--- src/rtl/bist_pkg.sv ---
// Shared constants for the BIST output-response analyser: FSM encoding,
// MISR width and the feedback tap mask of x^8+x^6+x^5+x^4+1.
package bist_pkg;

    localparam int MISR_W = 8;

    // Feedback from bit 7 is XORed into bits 0, 4, 5 and 6.
    localparam logic [MISR_W-1:0] MISR_TAPS = 8'h71;

    typedef enum logic [1:0] {
        ST_IDLE  = 2'd0,
        ST_RUN   = 2'd1,
        ST_CHECK = 2'd2,
        ST_DONE  = 2'd3
    } bist_state_t;

endpackage

--- src/rtl/misr_8.sv ---
// 8-bit internal-XOR MISR compacting a 2-bit response (d[0]=sum, d[1]=carry)
// per enabled cycle; load has priority over en.
module misr_8
    import bist_pkg::*;
#(
    parameter logic [MISR_W-1:0] INIT = 8'h00
) (
    input  logic              clk,
    input  logic              rst_n,
    input  logic              load,
    input  logic              en,
    input  logic [MISR_W-1:0] seed,
    input  logic [1:0]        d,
    output logic [MISR_W-1:0] q
);

    logic [MISR_W-1:0] next;

    always_comb begin
        next = {q[MISR_W-2:0], 1'b0} ^ (q[MISR_W-1] ? MISR_TAPS : '0)
             ^ {{(MISR_W-2){1'b0}}, d};
    end

    always_ff @(posedge clk or negedge rst_n) begin
        if (!rst_n) begin
            q <= INIT;
        end else if (load) begin
            q <= seed;
        end else if (en) begin
            q <= next;
        end
    end

endmodule

--- src/rtl/bist_misr_ora.sv ---
// BIST output-response analyser: compacts PAT_CNT sum/carry beats into a MISR
// and flags pass/fail against a golden signature.
module bist_misr_ora
    import bist_pkg::*;
#(
    parameter int                PAT_CNT = 8,
    parameter logic [MISR_W-1:0] SEED    = 8'h00,
    parameter logic [MISR_W-1:0] GOLDEN  = 8'h47
) (
    input  logic              clk,
    input  logic              rst_n,
    input  logic              start,
    input  logic              in_valid,
    input  logic              sum_in,
    input  logic              carry_in,
    output logic              in_ready,
    output logic              busy,
    output logic              done,
    output logic              pass,
    output logic              fail,
    output logic [MISR_W-1:0] signature
);

    localparam int CNT_W = $clog2(PAT_CNT + 1);
    localparam logic [CNT_W-1:0] LAST_BEAT = CNT_W'(PAT_CNT - 1);

    bist_state_t      state;
    logic [CNT_W-1:0] beat_cnt;
    logic             accept;
    logic             launch;

    assign accept = in_valid && in_ready;
    assign launch = start && ((state == ST_IDLE) || (state == ST_DONE));

    misr_8 #(
        .INIT (SEED)
    ) u_misr (
        .clk   (clk),
        .rst_n (rst_n),
        .load  (launch),
        .en    (accept),
        .seed  (SEED),
        .d     ({carry_in, sum_in}),
        .q     (signature)
    );

    // All status outputs are registered alongside the state so they change
    // exactly on the transition edges.
    always_ff @(posedge clk or negedge rst_n) begin
        if (!rst_n) begin
            state    <= ST_IDLE;
            beat_cnt <= '0;
            in_ready <= 1'b0;
            busy     <= 1'b0;
            done     <= 1'b0;
            pass     <= 1'b0;
            fail     <= 1'b0;
        end else begin
            case (state)
                ST_IDLE, ST_DONE: begin
                    if (start) begin
                        state    <= ST_RUN;
                        beat_cnt <= '0;
                        in_ready <= 1'b1;
                        busy     <= 1'b1;
                        done     <= 1'b0;
                        pass     <= 1'b0;
                        fail     <= 1'b0;
                    end
                end
                ST_RUN: begin
                    if (accept) begin
                        beat_cnt <= beat_cnt + 1'b1;
                        if (beat_cnt == LAST_BEAT) begin
                            state    <= ST_CHECK;
                            in_ready <= 1'b0;
                        end
                    end
                end
                ST_CHECK: begin
                    state <= ST_DONE;
                    busy  <= 1'b0;
                    done  <= 1'b1;
                    pass  <= (signature == GOLDEN);
                    fail  <= (signature != GOLDEN);
                end
                default: begin
                    state    <= ST_IDLE;
                    in_ready <= 1'b0;
                    busy     <= 1'b0;
                end
            endcase
        end
    end

endmodule

--- config.mk ---
export PLATFORM = sky130hd
export DESIGN_NAME = bist_misr_ora
export DESIGN_NICKNAME = d
export VERILOG_FILES = /design/src/rtl/bist_pkg.sv /design/src/rtl/misr_8.sv /design/src/rtl/bist_misr_ora.sv
export SDC_FILE = /design/constraint.sdc
export NUM_CORES = 1
export LEC_CHECK = 0
export BUFFER_PORTS_ARGS = -buffer_cell sky130_fd_sc_hd__buf_2
export CAP_MARGIN = 10
export CORE_MARGIN = 2
export CORE_UTILIZATION = 40
export DETAILED_ROUTE_END_ITERATION = 6
export SYNTH_ARGS = -nofsm -noshare
export SYNTH_HDL_FRONTEND = slang
export SYNTH_HIERARCHICAL = 1
export SYNTH_SLANG_ARGS = --single-unit
--- constraint.sdc ---
create_clock -name clk -period 1.9 [get_ports clk]
set_clock_uncertainty 0.1 [all_clocks]
set_input_delay 0.095 -clock clk [delete_from_list [all_inputs] [get_ports clk]]
set_output_delay 0.095 -clock clk [all_outputs]
set_load 0.01 [all_outputs]
==> results.toml <==
[setup_path]
r2r_end = "busy"
rrSetupSlack_ns = 0.14
r2r_start = "state[0]"
cp_slowest_cell = "dfrtp_1"
path_delay_family = "buffers and inverters"
slowest_delay_ns = 0.39
critPathArrivalTime_ns = 1.83
path_class = "reg2reg"
cp_num_buf_inv = 4
end_kind = "flop"
cp_cell_sequence = "inv_1, ha_1, nand2_2, clkinvlp_4, buf_2, buf_4, nor2_1, o21ai_0"
reg2reg_depth = 8
cp.required_ns = 1.98
cp_max_fo = 8
critPathLaunchType = "flop"

[grt]
grt_pass1_vias = 891
antenna_found_initial = 0
overflow = 0
grt_max_degree = 20
grt_pass1_wl_um = 4030
track_usage_pct = 15.7

[cells_and_area]
area_delta_synth_final_pct = 19.9
regArea_sq_um = 475
multiInputGateArea_sq_um = 618
nets = 157
fillers = 281
final_core_util_pct = 49.8
diodes = 0
layout-drive-gt1-share_pct = 28.1
stdcell_area_sq_mm = 0.00135
mostFrequentLayoutCells = "dfrtp_1, buf_2, nand2_1"

[clock_tree]
cts.sinks = 19
clock_path_buffers = 2
htreeDepth = 1
root_buffer = "clkbuf_4"
cts_inserted_buffers = 3
clk-insertion-delay-late_ns = 0.30
clk_pin_slew_ns = 0.12
cts_tree = "built"

[yosys]
synth-simple-area-share_pct = 20.2
syn_inst = 113
seq_area_frac_synth_pct = 42.3
synth_edf_count = 0
synth-main-ff-cell = "dfrtp_1"
avgSynthCellArea_sq_um = 9.95
synth_area_sq_mm = 0.00112
async_reset_ff_share_pct = 100
synth_mux_area_share_pct = 4.45
synth_xor_area_share_pct = 3.89
ys_warn_count = 6
synth_compound_area_share_pct = 19.0
ys_types = 35
synth_top_family_by_area = "simple AND/OR/NAND/NOR gates"
synthAdderAreaFrac_pct = 4.45
ys_ff_latch = 19

[run]
max-cap-violations = 0

[sta]
post-route-min-period_ns = 1.76
finalCritPeriodShare_pct = 92.5
hold_violations = 0
clock.fmax_ghz = 0.569
tns_ns = 0
slew_viol_final = 0
rsz0062_at_grt = "no"
setup_violations = 0

[worst_hold_path]
worstHoldPathCells = 3
holdCritPathClass = "in2reg"
worstHoldStart = "start"
hold_end = "in_ready"

[detailed_routing]
dr_total_vias = 924
remaining_drc_errors = 0
ant_nets = 0
drt-pass1-iter-count = 4
drt-total-wl_um = 2380
drtIter0Drc = 26
wl_per_cell_um = 13.4
viasPerCell = 5.22

[placement]
dp_hpwl_um = 1680
port_buffers = 18
gp_congestion = 0.759
post_dp_cell_area_sq_mm = 0.00126

[pwr]
seqPwrFrac_pct = 34.8
clockPowerShare_pct = 10.1
power_density_mw_per_mm2 = 1500
ir_worst_vdd_mv = 1.02
switching_share_pct = 43.0
power_mw = 2.03
p_leak_nw = 0.658
switchingPower_mw = 0.871
p_comb_share_pct = 55.1
internal_power_mw = 1.16

[die]
rows = 19
core_area_sq_mm = 0.00271
dieHeight_um = 57.0
io_pins = 19
initial_utilization_pct = 41.5
dieArea_sq_mm = 0.00325
die-width_um = 57.0

[outcome]
status = "complete, no violations"
-- worst max-delay path by stage --
stage,depth (start not counted),slack (ns),startpoint,endpoint
after detailed placement,6,0.04,state[0],u_misr/q[4]
after floorplan,6,0.29,state[0],u_misr/q[6]
final,8,0.14,state[0],busy
after global placement,6,0.12,state[0],u_misr/q[4]
after CTS,6,0.03,state[0],u_misr/q[4]
after global routing,7,0.005,state[0],u_misr/q[3]
-- kinds of logic after synthesis --
family,after synthesis
other,1
DFF,19
xor gates and xnor gates,5
buffers and inverters,11
muxes,5
and+or+nand+nor,39
adders and majority gates,4
AOI/OAI and AO/OA,29
-- sequential cells by signal (all words and copies together) (netlist names) --
register  cells
pass          1
done          1
u_misr/q      8
in_ready      1
fail          1
busy          1
beat_cnt      4
state         2
-- stage by stage --
stage	setup WS [ns]	cells	hold slack [ns]
after floorplan	0.294	120	-0.301
after global placement	0.122	166	-0.0343
after detailed placement	0.0414	166	-0.0253
after CTS	0.0333	173	0.0711
after global routing	0.00522	177	0.0997
final	0.142	177	0.0934
-- what timing repair did --
action,4_1_cts,5_1_grt
hold buffers,3,0
setup endpoints to repair,0,5
gates resized for setup,0,2
endpoints found under the hold margin,21,0
buffers inserted,0,4
-- power groups by stage --
stage | Clock (mW) | Sequential (mW) | Combinational, mW
final | 0.204 | 0.706 | 1.12
after global routing | 0.234 | 0.734 | 1.26
after CTS | 0.219 | 0.709 | 1.05
after detailed placement | 0 | 0.716 | 1.04
after global placement | 0 | 0.710 | 1.02
after floorplan | 0 | 0.723 | 0.752
-- tightest hold or removal path, delay by kind of cell --
kind | cells | cell delay (ns)
buffers and inverters | 1 | 0.15
and+or+nand+nor | 1 | 0.12
AOI/OAI and AO/OA | 1 | 0.09
-- synthesized netlist by cell type (3+ instances only) --
master / number / share of area, %
dfrtp_1: 19 / 42
nand2_1: 13 / 4.3
o21ai_0: 9 / 4.0
inv_1: 5 / 1.7
mux2i_1: 5 / 4.4
nor2_1: 5 / 1.7
o211ai_2: 5 / 5.6
or3b_1: 5 / 3.9
xnor2_1: 5 / 3.9
ha_1: 4 / 4.4
a21oi_1: 3 / 1.3
buf_2: 3 / 1.3
-- layout make-up --
cell class | instances | area share (%)
Clock inverter | 1 | 0.371
Multi-Input combinational cell | 90 | 45.8
Sequential cell | 19 | 35.3
Inverter | 6 | 1.95
Timing Repair Buffer | 27 | 12.1
Tap cell | 31 | 2.88
Clock buffer | 3 | 1.67
-- metal layers --
metal | vias to the layer above | share of wire [%] | GRT usage [%]
met5 | - | 0 | 0
met4 | 0 | 1.5 | 7.97
met3 | 4 | 2.9 | 2.49
met2 | 12 | 47 | 25.0
met1 | 448 | 48 | 20.8
li1 | 460 | - | -
No activity file was read; power rests on OpenSTA's default activity.
